===== config.mk =====
export PLATFORM = sky130hd
export DESIGN_NAME = mc_control_fsm
export DESIGN_NICKNAME = d
export VERILOG_FILES = /design/src/rtl/mc_pkg.sv /design/src/rtl/mc_ctrl_decode.sv /design/src/rtl/mc_control_fsm.sv
export SDC_FILE = /design/constraint.sdc
export NUM_CORES = 1
export LEC_CHECK = 0
export CORE_UTILIZATION = 40
export CTS_CLUSTER_DIAMETER = 80
export CTS_CLUSTER_SIZE = 28
export DETAILED_ROUTE_END_ITERATION = 16
export PLACE_DENSITY = 0.7
export SLEW_MARGIN = 10
export SYNTH_ARGS = -nofsm -noshare
export SYNTH_HDL_FRONTEND = slang
export SYNTH_SLANG_ARGS = --single-unit

===== constraint.sdc =====
create_clock -name clk -period 6.26 [get_ports clk]
set_clock_uncertainty 0.05 [all_clocks]
set_input_delay 0.939 -clock clk [delete_from_list [all_inputs] [get_ports clk]]
set_output_delay 0.939 -clock clk [all_outputs]
set_load 0.02 [all_outputs]

===== src/rtl/mc_pkg.sv =====
// Shared encodings for the multicycle MIPS control path: state codes, opcodes,
// ALU/PC mux selects and the packed control vector.
package mc_pkg;

  typedef enum logic [3:0] {
    ST_FETCH     = 4'd0,
    ST_DECODE    = 4'd1,
    ST_MEM_ADDR  = 4'd2,
    ST_MEM_READ  = 4'd3,
    ST_MEM_WB    = 4'd4,
    ST_MEM_WRITE = 4'd5,
    ST_R_EXEC    = 4'd6,
    ST_R_WB      = 4'd7,
    ST_BRANCH    = 4'd8,
    ST_JUMP      = 4'd9,
    ST_I_EXEC    = 4'd10,
    ST_I_WB      = 4'd11
  } state_t;

  localparam logic [5:0] OPC_RTYPE = 6'h00;
  localparam logic [5:0] OPC_LW    = 6'h23;
  localparam logic [5:0] OPC_SW    = 6'h2B;
  localparam logic [5:0] OPC_BEQ   = 6'h04;
  localparam logic [5:0] OPC_J     = 6'h02;
  localparam logic [5:0] OPC_ADDI  = 6'h08;

  localparam logic [1:0] ALUOP_ADD  = 2'b00;
  localparam logic [1:0] ALUOP_SUB  = 2'b01;
  localparam logic [1:0] ALUOP_FUNC = 2'b10;

  localparam logic [1:0] SRCB_B      = 2'b00;
  localparam logic [1:0] SRCB_FOUR   = 2'b01;
  localparam logic [1:0] SRCB_IMM    = 2'b10;
  localparam logic [1:0] SRCB_IMM_SH = 2'b11;

  localparam logic [1:0] PCSRC_ALU    = 2'b00;
  localparam logic [1:0] PCSRC_ALUOUT = 2'b01;
  localparam logic [1:0] PCSRC_JUMP   = 2'b10;

  typedef struct packed {
    logic       ir_write;
    logic       pc_write;
    logic       pc_write_cond;
    logic       i_or_d;
    logic       mem_read;
    logic       mem_write;
    logic       mem_to_reg;
    logic       reg_dst;
    logic       reg_write;
    logic       alu_src_a;
    logic [1:0] alu_src_b;
    logic [1:0] alu_op;
    logic [1:0] pc_source;
  } ctrl_t;

  localparam ctrl_t CTRL_IDLE = ctrl_t'(16'h0000);

  // Final state of each instruction class; MEM_WRITE only retires once memory accepts.
  function automatic logic is_retire(input state_t s, input logic mem_ready);
    case (s)
      ST_MEM_WB, ST_R_WB, ST_BRANCH, ST_JUMP, ST_I_WB: is_retire = 1'b1;
      ST_MEM_WRITE:                                    is_retire = mem_ready;
      default:                                         is_retire = 1'b0;
    endcase
  endfunction

endpackage


===== src/rtl/mc_ctrl_decode.sv =====
// Moore decode of the control-unit state into the datapath control vector.
// Only FETCH looks at mem_ready, to hold IR/PC writes until the read lands.
module mc_ctrl_decode
  import mc_pkg::*;
(
  input  state_t state,
  input  logic   mem_ready,
  output ctrl_t  ctrl
);

  // Per-state control vector; anything not set stays 0.
  always_comb begin
    ctrl = CTRL_IDLE;
    case (state)
      ST_FETCH: begin
        ctrl.mem_read  = 1'b1;
        ctrl.alu_src_b = SRCB_FOUR;
        ctrl.alu_op    = ALUOP_ADD;
        ctrl.pc_source = PCSRC_ALU;
        if (mem_ready) begin
          ctrl.ir_write = 1'b1;
          ctrl.pc_write = 1'b1;
        end else begin
          ctrl.ir_write = 1'b0;
          ctrl.pc_write = 1'b0;
        end
      end
      ST_DECODE: begin
        ctrl.alu_src_b = SRCB_IMM_SH;
        ctrl.alu_op    = ALUOP_ADD;
      end
      ST_MEM_ADDR, ST_I_EXEC: begin
        ctrl.alu_src_a = 1'b1;
        ctrl.alu_src_b = SRCB_IMM;
        ctrl.alu_op    = ALUOP_ADD;
      end
      ST_MEM_READ: begin
        ctrl.mem_read = 1'b1;
        ctrl.i_or_d   = 1'b1;
      end
      ST_MEM_WB: begin
        ctrl.reg_write  = 1'b1;
        ctrl.mem_to_reg = 1'b1;
      end
      ST_MEM_WRITE: begin
        ctrl.mem_write = 1'b1;
        ctrl.i_or_d    = 1'b1;
      end
      ST_R_EXEC: begin
        ctrl.alu_src_a = 1'b1;
        ctrl.alu_src_b = SRCB_B;
        ctrl.alu_op    = ALUOP_FUNC;
      end
      ST_R_WB: begin
        ctrl.reg_write = 1'b1;
        ctrl.reg_dst   = 1'b1;
      end
      ST_BRANCH: begin
        ctrl.alu_src_a     = 1'b1;
        ctrl.alu_src_b     = SRCB_B;
        ctrl.alu_op        = ALUOP_SUB;
        ctrl.pc_write_cond = 1'b1;
        ctrl.pc_source     = PCSRC_ALUOUT;
      end
      ST_JUMP: begin
        ctrl.pc_write  = 1'b1;
        ctrl.pc_source = PCSRC_JUMP;
      end
      ST_I_WB: begin
        ctrl.reg_write = 1'b1;
      end
      default: ctrl = CTRL_IDLE;
    endcase
  end

endmodule


===== src/rtl/mc_control_fsm.sv =====
// Multicycle MIPS main control FSM: sequences fetch/decode/execute, flags
// illegal opcodes and counts retired instructions.
module mc_control_fsm
  import mc_pkg::*;
#(
  parameter int         CNT_W    = 32,
  parameter logic [5:0] OP_RTYPE = OPC_RTYPE,
  parameter logic [5:0] OP_LW    = OPC_LW,
  parameter logic [5:0] OP_SW    = OPC_SW,
  parameter logic [5:0] OP_BEQ   = OPC_BEQ,
  parameter logic [5:0] OP_J     = OPC_J,
  parameter logic [5:0] OP_ADDI  = OPC_ADDI
) (
  input  logic             clk,
  input  logic             rst,
  input  logic [5:0]       opcode,
  input  logic             mem_ready,
  output logic             IRwrite,
  output logic             PCwrite,
  output logic             PCwriteCond,
  output logic             IorD,
  output logic             MemRead,
  output logic             MemWrite,
  output logic             MemtoReg,
  output logic             RegDst,
  output logic             RegWrite,
  output logic             ALUSrcA,
  output logic [1:0]       ALUSrcB,
  output logic [1:0]       ALUOp,
  output logic [1:0]       PCSource,
  output logic [3:0]       state_o,
  output logic             illegal_op,
  output logic [CNT_W-1:0] instr_count
);

  state_t           state_r;
  state_t           next_state_s;
  logic             illegal_s;
  logic             illegal_r;
  logic             retire_s;
  logic [CNT_W-1:0] count_r;
  ctrl_t            ctrl_s;
  ctrl_t            out_s;

  // State, illegal-opcode flag and retire counter; reset aborts any instruction in flight.
  always_ff @(posedge clk or posedge rst) begin
    if (rst) begin
      state_r   <= ST_FETCH;
      illegal_r <= 1'b0;
      count_r   <= '0;
    end else begin
      state_r   <= next_state_s;
      illegal_r <= illegal_s;
      if (retire_s) begin
        count_r <= count_r + CNT_W'(1);
      end else begin
        count_r <= count_r;
      end
    end
  end

  // Next-state selection; codes 12-15 fall through to FETCH.
  always_comb begin
    next_state_s = ST_FETCH;
    illegal_s    = 1'b0;
    case (state_r)
      ST_FETCH:     next_state_s = mem_ready ? ST_DECODE : ST_FETCH;
      ST_DECODE: begin
        if (opcode == OP_LW || opcode == OP_SW) begin
          next_state_s = ST_MEM_ADDR;
        end else if (opcode == OP_RTYPE) begin
          next_state_s = ST_R_EXEC;
        end else if (opcode == OP_BEQ) begin
          next_state_s = ST_BRANCH;
        end else if (opcode == OP_J) begin
          next_state_s = ST_JUMP;
        end else if (opcode == OP_ADDI) begin
          next_state_s = ST_I_EXEC;
        end else begin
          next_state_s = ST_FETCH;
          illegal_s    = 1'b1;
        end
      end
      ST_MEM_ADDR: begin
        if (opcode == OP_LW) begin
          next_state_s = ST_MEM_READ;
        end else if (opcode == OP_SW) begin
          next_state_s = ST_MEM_WRITE;
        end else begin
          next_state_s = ST_FETCH;
        end
      end
      ST_MEM_READ:  next_state_s = mem_ready ? ST_MEM_WB : ST_MEM_READ;
      ST_MEM_WRITE: next_state_s = mem_ready ? ST_FETCH : ST_MEM_WRITE;
      ST_R_EXEC:    next_state_s = ST_R_WB;
      ST_I_EXEC:    next_state_s = ST_I_WB;
      default:      next_state_s = ST_FETCH;
    endcase
    retire_s = (next_state_s == ST_FETCH) && is_retire(state_r, mem_ready);
  end

  mc_ctrl_decode u_decode (
    .state     (state_r),
    .mem_ready (mem_ready),
    .ctrl      (ctrl_s)
  );

  // Control outputs are forced low for as long as rst is held.
  always_comb begin
    if (rst) begin
      out_s = CTRL_IDLE;
    end else begin
      out_s = ctrl_s;
    end
  end

  assign IRwrite     = out_s.ir_write;
  assign PCwrite     = out_s.pc_write;
  assign PCwriteCond = out_s.pc_write_cond;
  assign IorD        = out_s.i_or_d;
  assign MemRead     = out_s.mem_read;
  assign MemWrite    = out_s.mem_write;
  assign MemtoReg    = out_s.mem_to_reg;
  assign RegDst      = out_s.reg_dst;
  assign RegWrite    = out_s.reg_write;
  assign ALUSrcA     = out_s.alu_src_a;
  assign ALUSrcB     = out_s.alu_src_b;
  assign ALUOp       = out_s.alu_op;
  assign PCSource    = out_s.pc_source;
  assign state_o     = state_r;
  assign illegal_op  = illegal_r;
  assign instr_count = count_r;

endmodule


==> impl_summary.txt, run 1 <==
----------------------------------------------------
[Worst hold path]
  Type of the most critical hold path ... reg -> reg
  Cell count of the worst hold path ... 1
  Hold Path Origin ... instr_count[31]

[Power]
  Overall Power ... 516 µW
  Int Pwr ... 373 µW
  Power share of the clock group ... between 20% and 30%
  Fraction of power spent switching nets ... 27.6%
  Seq pwr share ... 52.2%
  VDD IR max ... 0.0885 mV
  Pleak ... 1.11 nW
  Logic pwr share ... between 10% and 20%
  Psw ... 142 µW
  Power per Cell Area ... 186 nW/µm²

[Synthesis]
  Dominant synthesized flop cell ... sky130_fd_sc_hd__dfrtp_1
  Share of flip-flops with an asynchronous set or reset ... 100%
  Synthesized Nets ... 224
  Number of enable flip-flop cells after synthesis ... 0
  Number of flip-flops and latches in the synthesized netlist ... 37
  Top cells by instance count after synthesis ... 37 x sky130_fd_sc_hd__dfrtp_1, 25 x sky130_fd_sc_hd__xnor2_1, 20 x sky130_fd_sc_hd__nand2_1, 15 x sky130_fd_sc_hd__nor2_1, 14 x sky130_fd_sc_hd__nand4_1
  Top-area cell type share of the netlist area ... ~45%
  Mean instance size in the synthesized netlist ... 9.54 µm²
  Portion of the post-synthesis area used by sequential elements ... 45.4%
  Post-Synthesis Cell Area ... roughly 2000 µm²
  Cell taking the most area after synthesis ... sky130_fd_sc_hd__dfrtp_1
  Count of different cell masters after synthesis ... 42
  Count leader, synth ... sky130_fd_sc_hd__dfrtp_1
  Synth area leaders ... sky130_fd_sc_hd__dfrtp_1 45%, sky130_fd_sc_hd__xnor2_1 11%, sky130_fd_sc_hd__nand4_1 4.3%, sky130_fd_sc_hd__xor2_1 3.9%, sky130_fd_sc_hd__nand2_1 3.7%
  Number of standard cells after synthesis ... approximately 210
  Count of yosys warnings during synthesis ... 0

[Global routing]
  Maximum number of pins on one net before global-route repair ... 38
  GRT overflow ... 0
  Gr usage total ... between 15 and 20%
  Global-route wire length before repair ... 7150 µm
  Via count of the first global-routing pass ... 1576
  Antenna violations before repair ... 0

[Finish]
  End-of-flow core utilization ... 57.6%
  Finished Layout Cells ... 341
  Signed area change from the synthesized netlist to the final layout ... 35.9%
  Count of inserted antenna diode cells ... 0
  Layout fillers ... 457
  Cell area after layout ... 2770 µm²
  Number of nets at the end of the flow ... 283
  Proportion of layout cells with a drive suffix above 1 ... 5.11%

[Placed design]
  Routability-driven placement congestion ratio ... 0.861
  Number of port buffers ... 61
  Placed instance count ... 333
  Placed Area ... 2690 µm²
  Post-placement setup slack ... 2.48 ns
  Post-DP HPWL ... approximately 3200 µm

[Job]
  Max cap viols ... 0

[Timing]
  Worst-case headroom to the max-slew limit ... 47.9%
  Setup-failing EPs final ... 0
  Part of the cycle the worst path needs ... 60.1%
  Final Hold Slack ... 0.421 ns
  Final TNS setup ... 0 ns
  Worst-case setup margin in the final layout ... 2.50 ns
  Least-Margin Pin Slew ... 0.775 ns
  Pins over their slew limit ... 0
  Fmax ... roughly 270 MHz
  Clock period minus final worst setup slack ... 3.76 ns
  Hold violation total from the final report ... 0
  Unrepaired setup endpoints after global routing ... no

[Critical path]
  Worst setup startpoint ... rst
  Cell type with the highest occurrence count on the critical path ... sky130_fd_sc_hd__clkdlybuf4s50_1
  Data arrival time of the critical path ... 2.77 ns
  Startpoint types ... input port
  Buf+Inv Stages, Crit Path ... 2
  Startpoint of the lowest-slack register-to-register path ... state_o[0]
  Worst endpoint required time ... ~5.3 ns
  Worst Setup Path Type ... in -> out
  Slowest Stage Delay on Critical Path ... 0.59 ns
  Critical-path top delay cell ... sky130_fd_sc_hd__clkdlybuf4s50_1
  Total number of cells along the worst setup path ... 5
  Series of cell instances along the critical path ... clkdlybuf4s50_1 -> nor4_1 -> nor3b_1 -> or2_2 -> clkdlybuf4s50_1
  Dominant delay contributor by cell family on the critical path ... buffers and inverters
  Critical Path Fanout Max ... 8
  Number of cells traversed by the worst register-to-register path ... 5
  Kind of end point of the critical path ... primary output

[Floorplan]
  I/O Pins ... 62
  Floorplan Core Area ... 4820 µm²
  Die area ... approximately 5400 µm²
  Row cnt ... 25
  Vertical extent of the die ... 73.4 µm
  Initial Util ... 42.4%
  Width of the die ... 73.4 µm

[CTS]
  Clock Sinks ... 37
  Number of buffers on the longest clock path ... 2
  Clock insertion delay at the later pin of the skew report ... 0.27 ns
  CTS tree ... done
  Post-CTS Resized ... 0
  Clock-pin slew of the registers on the worst-case setup and hold paths ... 0.06 ns
  Clock buffer count from CTS ... 5
  Htree depth ... 2
  Post-CTS Setup Repair Bufs ... 0
  Clock root buffer ... sky130_fd_sc_hd__clkbuf_8
  Count of hold buffers inserted by post-cts repair ... 0

[Detailed routing]
  ANT nets after route ... 0
  DR DRC count ... 0
  Detailed-route vias per instance ... 5.23
  Total routed wirelength ... 4280 µm
  Overall via count from detail_route ... 1782
  Wire length per cell after detailed routing ... 12.5 µm
  Starting DRT DRC Count ... 86
  First-pass detailed-route iteration total ... 4

[Outcome]
  Result of the run ... finished clean

----------------------------------------------------
==> cells by family after synthesis <==
kind of cell | share of synthesized area, %
flip-flops | 45.4
adder cells (fa/ha/maj) | 0.613
buffers and inverters | 3.56
AND/OR/NAND/NOR | 30.4
XOR/XNOR | 14.6
AO/OA/AOI/OAI | 5.46
==> power by group through the flow <==
stage	clock [mW]	combinational, mW	sequential [mW]
2_1_floorplan	0	0.0475	0.279
3_3_place_gp	0	0.0957	0.273
3_5_place_dp	0	0.0955	0.273
4_1_cts	0.156	0.0958	0.269
5_1_grt	0.167	0.105	0.271
6_report	0.152	0.0951	0.269
==> worst paths after layout <==
path / endpoint / slack (ns)
max: PCwrite / 2.50
min: instr_count[31] / 0.42
max reg2reg: instr_count[21] / 3.68
min reg2reg: instr_count[31] / 0.42
max in group asynchronous: illegal_op / 4.57
min in group asynchronous: instr_count[11] / 1.28
==> cell type report <==
cell class	count	area, µm²	share of cell area, %
timing repair buffer	63	626	22.6
tap	67	83.8	3.02
multi-input combinational	162	1040	37.6
inverter	4	15.0	0.542
sequential	37	926	33.4
clock buffer	8	80.1	2.89
==> registers in the layout (all words and copies together), names as in the netlist <==
signal / flops
state_o: 4
illegal_op: 1
instr_count: 32
==> cell usage in the layout (no fill, tap or decap), types with 6 or more instances in the layout <==
cell,synthesis,final
sky130_fd_sc_hd__nand2_1,20,20
sky130_fd_sc_hd__nor3_1,11,11
sky130_fd_sc_hd__clkdlybuf4s50_1,0,61
sky130_fd_sc_hd__dfrtp_1,37,37
sky130_fd_sc_hd__xnor2_1,25,25
sky130_fd_sc_hd__o21ai_0,6,6
sky130_fd_sc_hd__xor2_1,9,9
sky130_fd_sc_hd__nor4_1,6,6
sky130_fd_sc_hd__nand4_1,14,14
sky130_fd_sc_hd__nor2_1,15,15
sky130_fd_sc_hd__nand3_1,12,12
==> worst register-to-register path, delay by kind of cell (launching register included) <==
kind	cells	cell delay, ns
flip-flops	1	0.77
AND/OR/NAND/NOR	4	1.50
XOR/XNOR	1	0.18
==> per-layer routing <==
layer	track usage, %	vias up	wire, µm
met1	22.5	836	2070
met5	0	-	0
met3	3.98	4	248
met4	7.48	0	59
met2	27.2	58	1890
li1	-	884	-
Power figures use the tool's default switching activity.
==> inputs of run 2 (changes only) <==
Settings changed: PLACE_DENSITY 0.7 to 0.73.
Clock period 6.26 ns to 3.2 ns, I/O delays scaled along.
==> impl_summary.txt, run 2 (synthesis results as in run 1) <==
----------------------------------------------------
[Outcome]
  Result of the run ... finished clean (unchanged)

[Critical path]
  Critical-path top delay cell ... sky130_fd_sc_hd__clkdlybuf4s50_1 (unchanged)
  Worst setup startpoint ... state_o[2] (was rst)
  End of the critical path ... ALUOp[1] (was PCwrite)
  Critical Path Fanout Max ... 10 (was 8)
  Slack of the worst reg-to-reg path ... 0.71 ns (was 3.68 ns)
  Slowest Stage Delay on Critical Path ... 0.63 ns (was 0.59 ns)
  Data arrival time of the critical path ... 2.45 ns (was 2.77 ns)
  Worst Setup Path Type ... reg -> out (was in -> out)
  Critical register-to-register path endpoint ... instr_count[12] (was instr_count[21])
  Worst endpoint required time ... 2.67 ns (was 5.27 ns)
  Kind of end point of the critical path ... primary output (unchanged)
  Startpoint types ... register (was input port)
  Number of cells traversed by the worst register-to-register path ... 5 (unchanged)
  Startpoint of the lowest-slack register-to-register path ... state_o[1] (was state_o[0])
  Series of cell instances along the critical path ... clkinv_1 -> or3_1 -> nor3b_1 -> clkdlybuf4s50_1 (was clkdlybuf4s50_1 -> nor4_1 -> nor3b_1 -> or2_2 -> clkdlybuf4s50_1)

[Floorplan]
  Initial Util ... 42.4% (unchanged)
  Floorplan Core Area ... 4820 µm² (unchanged)
  I/O Pins ... 62 (unchanged)
  Die area ... 5390 µm² (unchanged)
  Vertical extent of the die ... 73.4 µm (unchanged)
  Width of the die ... 73.4 µm (unchanged)
  Row cnt ... 25 (unchanged)

[Placed design]
  Placed instance count ... 336 (was 333)
  Number of port buffers ... 61 (unchanged)
  Post-DP HPWL ... 3180 µm (was 3160 µm)
  Placed Area ... 2720 µm² (was 2690 µm²)
  Post-placement setup slack ... 0.280 ns (was 2.48 ns)
  Routability-driven placement congestion ratio ... 0.829 (was 0.861)

[Finish]
  Storage element area ... 926 µm² (unchanged)
  Number of flip-flops in the largest register ... 32 (unchanged)
  Layout fillers ... 457 (unchanged)
  Footprint of the multi-input gates ... 1040 µm² (unchanged)
  Finished Layout Cells ... 343 (was 341)
  Proportion of layout cells with a drive suffix above 1 ... 6.52% (was 5.11%)
  Most frequent standard cell in the layout excluding fill and tap cells ... sky130_fd_sc_hd__clkdlybuf4s50_1 (unchanged)
  Signed area change from the synthesized netlist to the final layout ... 37.3% (was 35.9%)
  Cell area after layout ... 2800 µm² (was 2770 µm²)
  Count of inserted antenna diode cells ... 0 (unchanged)
  Most used cells in the layout excluding fill and tap cells ... 61 x sky130_fd_sc_hd__clkdlybuf4s50_1, 37 x sky130_fd_sc_hd__dfrtp_1, 25 x sky130_fd_sc_hd__xnor2_1 (unchanged)
  Number of nets at the end of the flow ... 286 (was 283)

[Timing]
  Fmax ... 335 MHz
  Pins over their slew limit ... 0 (unchanged)
  Setup-failing EPs final ... 0 (unchanged)
  Final TNS setup ... 0 ns (unchanged)
  Hold violation total from the final report ... 0 (unchanged)
  Clock period minus final worst setup slack ... between 2 and 3 ns
  Worst-case headroom to the max-slew limit ... 58.1% (was 47.9%)
  Unrepaired setup endpoints after global routing ... no (unchanged)
  Least-Margin Pin Slew ... 0.628 ns (was 0.775 ns)
  Worst-case setup margin in the final layout ... 0.219 ns (was 2.50 ns)
  Part of the cycle the worst path needs ... approximately 93%

[CTS]
  Post-CTS Setup Repair Bufs ... 0 (unchanged)
  CTS tree ... done (unchanged)
  Number of buffers on the longest clock path ... 2 (unchanged)
  Htree depth ... 2 (unchanged)
  Clock Sinks ... 37 (unchanged)
  Post-CTS Resized ... 0 (unchanged)
  Clock-pin slew of the registers on the worst-case setup and hold paths ... 0.07 ns (was 0.06 ns)
  Clock insertion delay at the later pin of the skew report ... 0.28 ns (was 0.27 ns)
  Clock buffer count from CTS ... 5 (unchanged)
  Clock root buffer ... sky130_fd_sc_hd__clkbuf_8 (unchanged)
  Count of hold buffers inserted by post-cts repair ... 0 (unchanged)

[Detailed routing]
  Wire length per cell after detailed routing ... 12.6 µm (was 12.5 µm)
  DR DRC count ... 0 (unchanged)
  Detailed-route vias per instance ... 5.16 (was 5.23)
  Overall via count from detail_route ... 1769 (was 1782)
  Total routed wirelength ... 4330 µm (was 4280 µm)
  Starting DRT DRC Count ... 86 (unchanged)
  ANT nets after route ... 0 (unchanged)
  First-pass detailed-route iteration total ... 4 (unchanged)

[Global routing]
  Via count of the first global-routing pass ... 1519 (was 1576)
  GRT overflow ... 0 (unchanged)
  Met2 track demand over resource ... 27.8% (was 27.2%)
  Global-route wire length before repair ... 7100 µm (was 7150 µm)
  Met1 track demand over resource ... 23.1% (was 22.5%)
  Antenna violations before repair ... 0 (unchanged)
  GRT busiest layer ... met2 (unchanged)
  Met3 Use GR ... 4.39% (was 3.98%)
  Maximum number of pins on one net before global-route repair ... 38 (unchanged)
  Gr usage total ... 17.3% (was 17.2%)

[Power]
  Pleak ... 1.13 nW (was 1.11 nW)
  VDD IR max ... 0.175 mV (was 0.0885 mV)
  Power per Cell Area ... 369 nW/µm² (was 186 nW/µm²)

[Worst hold path]
  Hold Path Origin ... instr_count[31] (unchanged)
  Type of the most critical hold path ... reg -> reg (unchanged)

[Job]
  Max cap viols ... 0 (unchanged)

----------------------------------------------------
run 2: critical path: cells and delay by family (launching register included):
kind,cells,cell delay (ns)
DFF,1,0.53
and+or+nand+nor,2,0.68
buffers and inverters,2,0.96
run 2: how the worst min path moves through the flow:
stage / depth (start not counted) / endpoint
floorplan: 1 / instr_count[31]
global placement: 1 / instr_count[31]
detailed placement: 1 / instr_count[31]
CTS: 1 / instr_count[31]
global route: 1 / instr_count[31]
finish: 1 / instr_count[31]
run 2: stage by stage:
stage / hold slack, ns / util (%) / power, mW
6_report: 0.419 / 58.2 / 1.03
3_3_place_gp: 0.409 / 56.4 / 0.725
5_1_grt: 0.433 / 58.2 / 1.09
4_1_cts: 0.426 / 58.2 / 1.04
2_1_floorplan: 0.532 / - / 0.638
3_5_place_dp: 0.417 / 56.4 / 0.726
run 2: cell type report:
cell class | instances | share of cell area, %
Clock buffer | 7 | 3.08
Sequential cell | 37 | 33.1
Multi-Input combinational cell | 162 | 37.2
Timing Repair Buffer | 66 | 23.1
Inverter | 4 | 0.536
Tap cell | 67 | 2.99
run 2: metal layers:
layer,vias up,wire (µm)
met5,-,0
met4,0,38
met3,5,222
met2,50,2040
met1,830,2030
li1,884,-
run 2: power by group:
part           switching [mW]  internal, mW  total [mW]
sequential             0.0331         0.488       0.521
clock                   0.145         0.171       0.316
combinational           0.106        0.0899       0.196
